$ cat config.mk
export PLATFORM = sky130hd
export DESIGN_NAME = onehot_req_encoder
export DESIGN_NICKNAME = d
export VERILOG_FILES = /design/src/rtl/enc_pkg.sv /design/src/rtl/onehot_prio_enc.sv /design/src/rtl/onehot_req_encoder.sv
export SDC_FILE = /design/constraint.sdc
export NUM_CORES = 1
export LEC_CHECK = 0
export BUFFER_PORTS_ARGS = -buffer_cell sky130_fd_sc_hd__buf_2
export CORE_MARGIN = 2
export CORE_UTILIZATION = 46
export DETAILED_ROUTE_END_ITERATION = 12
export PLACE_DENSITY = 0.77
export SLEW_MARGIN = 10
export SYNTH_ARGS = -nofsm -noshare
export SYNTH_HDL_FRONTEND = slang
export SYNTH_HIERARCHICAL = 1
export SYNTH_SLANG_ARGS = --single-unit
export TNS_END_PERCENT = 5
$ cat constraint.sdc
create_clock -name clk -period 1.6 [get_ports clk]
set_input_delay 0.08 -clock clk [delete_from_list [all_inputs] [get_ports clk]]
set_output_delay 0.08 -clock clk [all_outputs]
set_load 0.01 [all_outputs]
$ cat src/rtl/enc_pkg.sv
// Shared types and defaults for the one-hot request encoder.
// Feature macro: ENC_UNIQUE_CHECK_EN enables unique-mode multi-hot detection.
package enc_pkg;

  typedef enum logic [1:0] {
    ERR_NONE    = 2'b00,
    ERR_NOMATCH = 2'b01,
    ERR_MULTI   = 2'b10
  } err_e;

  typedef enum logic [0:0] {
    StEmpty = 1'b0,
    StFull  = 1'b1
  } out_state_e;

  localparam int unsigned CNT_W_DEF = 8;

endpackage

$ cat src/rtl/onehot_prio_enc.sv
// Combinational lowest-index priority encoder with any/multi-hot flags.
// Feature macro: ENC_UNIQUE_CHECK_EN builds the multi-hot detector; otherwise multi is 0.
module onehot_prio_enc #(
  parameter int unsigned N    = 4,
  parameter int unsigned IDXW = $clog2(N)
) (
  input  logic [N-1:0]    req,
  output logic [IDXW-1:0] idx,
  output logic            any,
  output logic            multi
);

  // Scan from the top down so the lowest set bit is the last one written.
  always_comb begin
    idx = '0;
    for (int i = int'(N) - 1; i >= 0; i--) begin
      if (req[i]) begin
        idx = IDXW'(i);
      end
    end
  end

  assign any = |req;

`ifdef ENC_UNIQUE_CHECK_EN
  // Clearing the lowest set bit leaves something only if two or more were set.
  assign multi = |(req & (req - N'(1)));
`else
  assign multi = 1'b0;
`endif

endmodule

$ cat src/rtl/onehot_req_encoder.sv
// Registered request encoder: lowest set bit index, hit and error status behind a
// one-deep valid/ready stage, plus saturating event counters. Macro: ENC_UNIQUE_CHECK_EN.
module onehot_req_encoder
  import enc_pkg::*;
#(
  parameter int unsigned N     = 4,
  parameter int unsigned IDXW  = $clog2(N),
  parameter int unsigned CNT_W = CNT_W_DEF
) (
  input  logic             clk,
  input  logic             rst_n,
  input  logic             in_valid,
  output logic             in_ready,
  input  logic [N-1:0]     in_req,
  input  logic             in_uniq,
  output logic             out_valid,
  input  logic             out_ready,
  output logic [IDXW-1:0]  out_idx,
  output logic             out_hit,
  output err_e             out_err,
  input  logic             clr_cnt,
  output logic [CNT_W-1:0] nomatch_cnt,
  output logic [CNT_W-1:0] multi_cnt
);

  localparam logic [CNT_W-1:0] CntMax = {CNT_W{1'b1}};

  logic [IDXW-1:0] enc_idx;
  logic            enc_any;
  logic            enc_multi;
  logic            accept;

  out_state_e      state_q, state_d;
  logic [IDXW-1:0] idx_q, idx_d;
  logic            hit_q, hit_d;
  err_e            err_q, err_d;
  logic [CNT_W-1:0] nomatch_q, nomatch_d;

  onehot_prio_enc #(
    .N    (N),
    .IDXW (IDXW)
  ) u_prio_enc (
    .req   (in_req),
    .idx   (enc_idx),
    .any   (enc_any),
    .multi (enc_multi)
  );

  assign in_ready = (state_q == StEmpty) || out_ready;
  assign accept   = in_valid && in_ready;

  // State register
  always_ff @(posedge clk or negedge rst_n) begin
    if (!rst_n) begin
      state_q <= StEmpty;
    end else begin
      state_q <= state_d;
    end
  end

  // Next-state logic
  always_comb begin
    state_d = state_q;
    unique case (state_q)
      StEmpty: begin
        if (accept) state_d = StFull;
      end
      StFull: begin
        if (out_ready && !accept) state_d = StEmpty;
      end
      default: state_d = StEmpty;
    endcase
  end

  // Output logic
  always_comb begin
    out_valid = (state_q == StFull);
  end

  // Error classification of the incoming vector
  always_comb begin
    err_d = ERR_NONE;
    if (!enc_any) begin
      err_d = ERR_NOMATCH;
    end
`ifdef ENC_UNIQUE_CHECK_EN
    else if (in_uniq && enc_multi) begin
      err_d = ERR_MULTI;
    end
`endif
  end

  // Result register loads only on accept, so it stays stable under backpressure.
  always_comb begin
    idx_d = idx_q;
    hit_d = hit_q;
    if (accept) begin
      idx_d = enc_idx;
      hit_d = enc_any;
    end
  end

  always_ff @(posedge clk or negedge rst_n) begin
    if (!rst_n) begin
      idx_q <= '0;
      hit_q <= 1'b0;
      err_q <= ERR_NONE;
    end else begin
      idx_q <= idx_d;
      hit_q <= hit_d;
      if (accept) begin
        err_q <= err_d;
      end
    end
  end

  assign out_idx = idx_q;
  assign out_hit = hit_q;
  assign out_err = err_q;

  // Clear has priority over a same-cycle increment.
  always_comb begin
    nomatch_d = nomatch_q;
    if (clr_cnt) begin
      nomatch_d = '0;
    end else if (accept && !enc_any && (nomatch_q != CntMax)) begin
      nomatch_d = nomatch_q + 1'b1;
    end
  end

  always_ff @(posedge clk or negedge rst_n) begin
    if (!rst_n) begin
      nomatch_q <= '0;
    end else begin
      nomatch_q <= nomatch_d;
    end
  end

  assign nomatch_cnt = nomatch_q;

`ifdef ENC_UNIQUE_CHECK_EN
  logic [CNT_W-1:0] multi_q, multi_d;

  always_comb begin
    multi_d = multi_q;
    if (clr_cnt) begin
      multi_d = '0;
    end else if (accept && in_uniq && enc_multi && (multi_q != CntMax)) begin
      multi_d = multi_q + 1'b1;
    end
  end

  always_ff @(posedge clk or negedge rst_n) begin
    if (!rst_n) begin
      multi_q <= '0;
    end else begin
      multi_q <= multi_d;
    end
  end

  assign multi_cnt = multi_q;
`else
  logic unused_uniq;
  assign unused_uniq = in_uniq ^ enc_multi;
  assign multi_cnt   = '0;
`endif

endmodule

==> reports/metrics.csv, run 1 <==
stage,metric,value,unit
global_route,largest net degree at the start of global routing,15,
floorplan,Initial Util,0.497,
status,status,"finished, final reports clean",
worst_setup_path,Reg2Reg Depth,5,
worst_setup_path,CP Class,register to register,
yosys,mean post-synth cell area,9.82,um^2
worst_setup_path,crit path max fanout,10,
cts,CTS Buf Count,3,
cts,clk buf depth,2,
power,Static Leakage,0.000439,uW
yosys,cell area after synthesis,766,um^2
cts,htree depth,1,
floorplan,die boundary width,44.8,um
global_route,global route overflow,0,
cts,Worst-Skew Late Latency,0.27,ns
global_route,GR Util All Layers,0.142,
cells_and_area,non-filler instance count after layout,120,
drt,Avg WL per Cell,11.2,um
drt,routed wire length,1350,um
worst_setup_path,crit path capture type,register,
drt,Post-route DRC,0,
power,power after layout,629,uW
sta,RSZ-0062 raised after global routing,no,
sta,Final Hold Viols,0,
placed_design,post-DP HPWL,992,um
sta,Final Cycle Share,0.942,
floorplan,die area,2010,um^2
sta,max frequency,663,MHz
sta,Tmin final,1.51,ns
floorplan,row count,14,
sta,final setup fails,0,
global_route,vias in the first global route,505,
placed_design,GPL Wtd Cong,0.752,
worst_setup_path,worst path required time,1.81,ns
drt,routed via count,631,
placed_design,placed cell count,114,
cts,"CTS clk-pin slew, worst paths",0.08,ns
floorplan,Ports,33,
sta,final setup TNS,0,ns
cts,TritonCTS Sinks,13,
cells_and_area,share of cells above drive strength 1,0.365,
min_path,WHS Path Cells,2,
global_route,global-route wire length before repair,2130,um
worst_setup_path,critical path arrival,1.72,ns
sta,max-slew violation count,0,
placed_design,I/O Buffers,22,
min_path,worst hold start,in_valid,
global_route,initial antenna violation count,0,
min_path,type of the worst min-delay path,primary input to register,
cts,CTS tree,built,
floorplan,core area,1540,um^2
yosys,synth warn,6,
drt,vias per cell,5.26,
min_path,Hold Crit Endpoint,out_valid,
worst_setup_path,FF-to-FF End,nomatch_cnt[4],
worst_setup_path,r2r startpoint,nomatch_cnt[0],
power,Pwr per Cell Area,695,nW/um^2
drt,Post-DRT Antenna Nets,0,
cts,clock root buffer,clkbuf_4,
cells_and_area,Final nets,116,
cells_and_area,fin util,0.587,
worst_setup_path,crit path launch type,register,
cells_and_area,Syn-to-layout area delta,18.1,%
drt,Pre-Repair DR Iteration Count,4,
sta,Worst Skew,0.00479,ns
cells_and_area,Fillers,134,
drt,Iteration-0 DRC Markers,5,
floorplan,Die Span Y,44.8,um
yosys,synthesized instance count,78,
worst_setup_path,Worst R2R Setup Slack,0.09,ns
cells_and_area,Inserted Diodes,0,
run,Max-Cap Viols,0,
power,maximum vdd ir drop,0.000392,V
metal layers:
layer	part of all wire	track usage
met3	0.064	0.0240
met1	0.46	0.208
met2	0.46	0.220
met4	0.010	0.0353
met5	0	0
sequential cells by signal, summed over array words and instances (netlist names):
| register | count |
|---|---|
| out_hit | 1 |
| out_valid | 1 |
| out_err | 1 |
| out_idx | 2 |
| nomatch_cnt | 8 |
worst max path at each step:
| stage | from | endpoint | slack [ns] | depth (start not counted) |
|---|---|---|---|---|
| final | nomatch_cnt[0] | nomatch_cnt[4] | 0.09 | 5 |
| after global routing | nomatch_cnt[0] | nomatch_cnt[4] | 0.01 | 5 |
| after CTS | nomatch_cnt[0] | nomatch_cnt[5] | 0.09 | 5 |
| after detailed placement | in_req[2] | nomatch_cnt[5] | 0.08 | 7 |
| after global placement | in_req[2] | nomatch_cnt[5] | 0.07 | 7 |
| after floorplan | nomatch_cnt[0] | nomatch_cnt[4] | 0.1 | 5 |
layout make-up:
cell class	instances	area, um^2	share of cell area
inverters	2	7.51	0.00830
multi-input cells	60	390	0.432
well taps	16	20.0	0.0221
clock buffers	4	26.3	0.0290
flip-flops and latches	13	325	0.360
repair buffers	25	135	0.149
power by group:
part | leakage, uW | total (uW) | internal [uW] | switching, uW
logic | 0.000253 | 81.8 | 33.0 | 48.8
registers | 0.000171 | 344 | 339 | 4.90
clock network | 0.0000150 | 203 | 96.6 | 107
total | 0.000439 | 629 | 469 | 160
placed cells by master (no fill, tap or decap), types with 2 or more instances in the layout:
master    instances
buf_2            22
dfrtp_1          13
conb_1            9
nand2_1           7
a21oi_1           5
nand3_1           4
nor2_1            4
mux2_2            3
o31ai_1           3
or4_1             3
clkbuf_4          3
nand2b_1          2
nand2b_4          2
inv_1             2
or3_1             2
o21ai_0           2
a21oi_2           2
buf_4             2
per-stage QoR:
stage | setup WS (ns) | hold WS, ns | instance area, um^2
3_3_place_gp | 0.0742 | -0.0239 | 851
4_1_cts | 0.0927 | 0.0491 | 887
3_5_place_dp | 0.0761 | -0.0192 | 851
2_1_floorplan | 0.0982 | -0.216 | 796
6_report | 0.0921 | 0.0522 | 905
5_1_grt | 0.00978 | 0.0482 | 905
what timing repair did:
item / CTS / global route
hold buffers: 1 / 0
hold endpoints to repair: 13 / 0
gates resized for setup: 0 / 2
setup buffers: 0 / 1
endpoints found under the setup margin: 0 / 3
critical path: stages (launching register included):
cell	delay, ns
dfrtp_1	0.41
ha_1	0.22
nand3_1	0.09
nor2_2	0.09
or4_1	0.50
a21oi_2	0.15
Power figures use the tool's default switching activity.
==> run 2: changes to the inputs <==
Settings changed: HOLD_SLACK_MARGIN set to 0.1.
==> run 2 against run 1 <==
Effect of this change: total power up 0.55%; setup slack about the same; critical path type unchanged; flip-flop and latch count unchanged; wire length up 0.45%; sequential power about the same.
==> reports/metrics.csv, run 2 (synthesis results as in run 1) <==
stage,metric,value,unit,change
cts,clk buf depth,2,,unchanged
floorplan,Ports,33,,unchanged
cts,TritonCTS Sinks,13,,unchanged
global_route,global route overflow,0,,unchanged
worst_setup_path,FF-to-FF End,nomatch_cnt[4],,
power,share of power burned in registers,0.544,,-0.003
sta,Final Hold Viols,0,,unchanged
worst_setup_path,Top Family by Delay on Critical Path,simple AND/OR/NAND/NOR gates,,
global_route,grt peak-use layer,met2,,
drt,Post-route DRC,0,,unchanged
cells_and_area,Final nets,118,,+1.7%
cts,"CTS clk-pin slew, worst paths",0.08,ns,about the same
sta,max-slew violation count,0,,unchanged
worst_setup_path,CP endpoint,nomatch_cnt[4],,
power,switching share of power,0.254,,-0.000919
sta,Final Cycle Share,0.942,,about the same
drt,Iteration-0 DRC Markers,5,,unchanged
cts,clock root buffer,clkbuf_4,,
worst_setup_path,slowest cell delay on critical path,0.50,ns,about the same
status,status,"finished, final reports clean",,
cts,Worst-Skew Late Latency,0.28,ns,about the same
cells_and_area,max reg flops,8,,unchanged
sta,max frequency,663,MHz,about the same
worst_setup_path,r2r startpoint,nomatch_cnt[0],,
worst_setup_path,Stages on worst setup path,5,,unchanged
floorplan,die area,2010,um^2,unchanged
sta,final setup fails,0,,unchanged
cells_and_area,"commonest non-fill, non-tap cell in the layout",buf_2,,
power,maximum vdd ir drop,0.000392,V,about the same
worst_setup_path,crit path launch type,register,,
worst_setup_path,critical path arrival,1.72,ns,about the same
cts,htree depth,1,,unchanged
power,Clock Power Share,0.321,,-0.002
drt,routed via count,634,,+0.48%
floorplan,row count,14,,unchanged
drt,Pre-Repair DR Iteration Count,4,,unchanged
worst_setup_path,Worst Setup SP,nomatch_cnt[0],,
worst_setup_path,worst path required time,1.81,ns,about the same
global_route,largest net degree at the start of global routing,15,,unchanged
cells_and_area,most frequent cells in the layout,"buf_2 (22), dfrtp_1 (13), conb_1 (9)",,
worst_setup_path,CP Cell Sequence,ha_1 > nand3_1 > nor2_2 > or4_1 > a21oi_2,,
worst_setup_path,Worst R2R Setup Slack,0.09,ns,about the same
min_path,type of the worst min-delay path,primary input to register,,
placed_design,GPL Wtd Cong,0.752,,unchanged
power,Pwr per Cell Area,684,nW/um^2,-1.6%
global_route,met3 global-route usage,0.0240,,unchanged
placed_design,post-DP HPWL,992,um,unchanged
sta,RSZ-0062 raised after global routing,no,,
worst_setup_path,crit path max fanout,10,,unchanged
cts,CTS Buf Count,3,,unchanged
power,Static Leakage,0.000447,uW,+1.9%
drt,Post-DRT Antenna Nets,0,,unchanged
cts,CTS tree,built,,
floorplan,die boundary width,44.8,um,unchanged
worst_setup_path,CP Class,register to register,,
placed_design,I/O Buffers,22,,unchanged
global_route,met2 Use GR,0.220,,unchanged
global_route,routing usage on met1,0.210,,+0.00256
global_route,initial antenna violation count,0,,unchanged
run,Max-Cap Viols,0,,unchanged
worst_setup_path,critical path's slowest cell,or4_1,,
power,Comb pwr share,0.135,,+0.005
drt,Avg WL per Cell,11.1,um,-1.2%
floorplan,core area,1540,um^2,unchanged
sta,Tmin final,1.51,ns,+0.00000630 ns
drt,routed wire length,1350,um,+0.45%
worst_setup_path,crit path buf inv count,0,,unchanged
global_route,GR Util All Layers,0.143,,+0.000840
floorplan,Initial Util,0.497,,unchanged
power,Switch Pwr,161,uW,+0.19%
sta,final setup TNS,0,ns,unchanged
power,power after layout,633,uW,+0.55%
global_route,global-route wire length before repair,2150,um,+0.61%
sta,Worst Skew,0.00485,ns,+0.0000586 ns
cells_and_area,Inserted Diodes,0,,unchanged
power,internal power,472,uW,+0.68%
drt,vias per cell,5.20,,-1.2%
floorplan,Die Span Y,44.8,um,unchanged
global_route,vias in the first global route,508,,+0.59%
cells_and_area,Syn-to-layout area delta,20.8,%,
worst_setup_path,crit path capture type,register,,
cells_and_area,share of cells above drive strength 1,0.358,,-0.00689
worst_setup_path,Reg2Reg Depth,5,,unchanged
-- run 2: power groups by stage --
stage	logic, uW	registers (uW)	clock network, uW
6_report	85.3	344	203
5_1_grt	93.9	346	226
4_1_cts	85.1	344	209
3_5_place_dp	79.5	351	0
3_3_place_gp	77.4	350	0
2_1_floorplan	55.3	357	0
-- run 2: stage by stage --
stage                     instance area, um^2  std cells  setup WS [ns]   util  hold WS [ns]
after global placement                    851        114         0.0742  0.552       -0.0239
after CTS                                 907        121         0.0927  0.588         0.146
after detailed placement                  851        114         0.0761  0.552       -0.0192
final                                     925        122         0.0921  0.600         0.150
after global routing                      925        122        0.00978  0.600         0.147
after floorplan                           796         86         0.0982      -        -0.216
-- run 2: worst min path at each step --
stage               startpoint        endpoint  slack, ns  cells past startpoint
detailed placement       rst_n  nomatch_cnt[0]      -0.02                      1
global route         out_ready       out_valid       0.15                      3
finish               out_ready       out_valid       0.15                      3
global placement         rst_n  nomatch_cnt[0]      -0.02                      1
CTS                  out_ready       out_valid       0.15                      3
floorplan                rst_n  nomatch_cnt[0]      -0.22                      0
-- run 2: routing by layer --
metal  vias up  part of all wire  routed length, um
met1       288              0.46                619
met4         0             0.013                 17
met5         -                 0                  0
met3         3             0.064                 87
li1        317                 -                  -
met2        26              0.46                628
-- run 2: cell type report --
| type | instances | area (um^2) |
|---|---|---|
| Inverter | 2 | 7.51 |
| Sequential cell | 13 | 325 |
| Multi-Input combinational cell | 60 | 390 |
| Fill cell | 131 | 617 |
| Tap cell | 16 | 20.0 |
| Timing Repair Buffer | 27 | 155 |
| Clock buffer | 4 | 26.3 |
-- run 2: worst min-delay path: stages --
cell,delay [ns]
buf_2,0.07
nand2b_2,0.17
nand2b_1,0.07
-- run 2: timing repair --
action,4_1_cts,5_1_grt
setup endpoints to repair,0,3
hold endpoints to repair,21,0
setup buffers,0,1
gates resized for setup,0,2
hold buffers,3,0
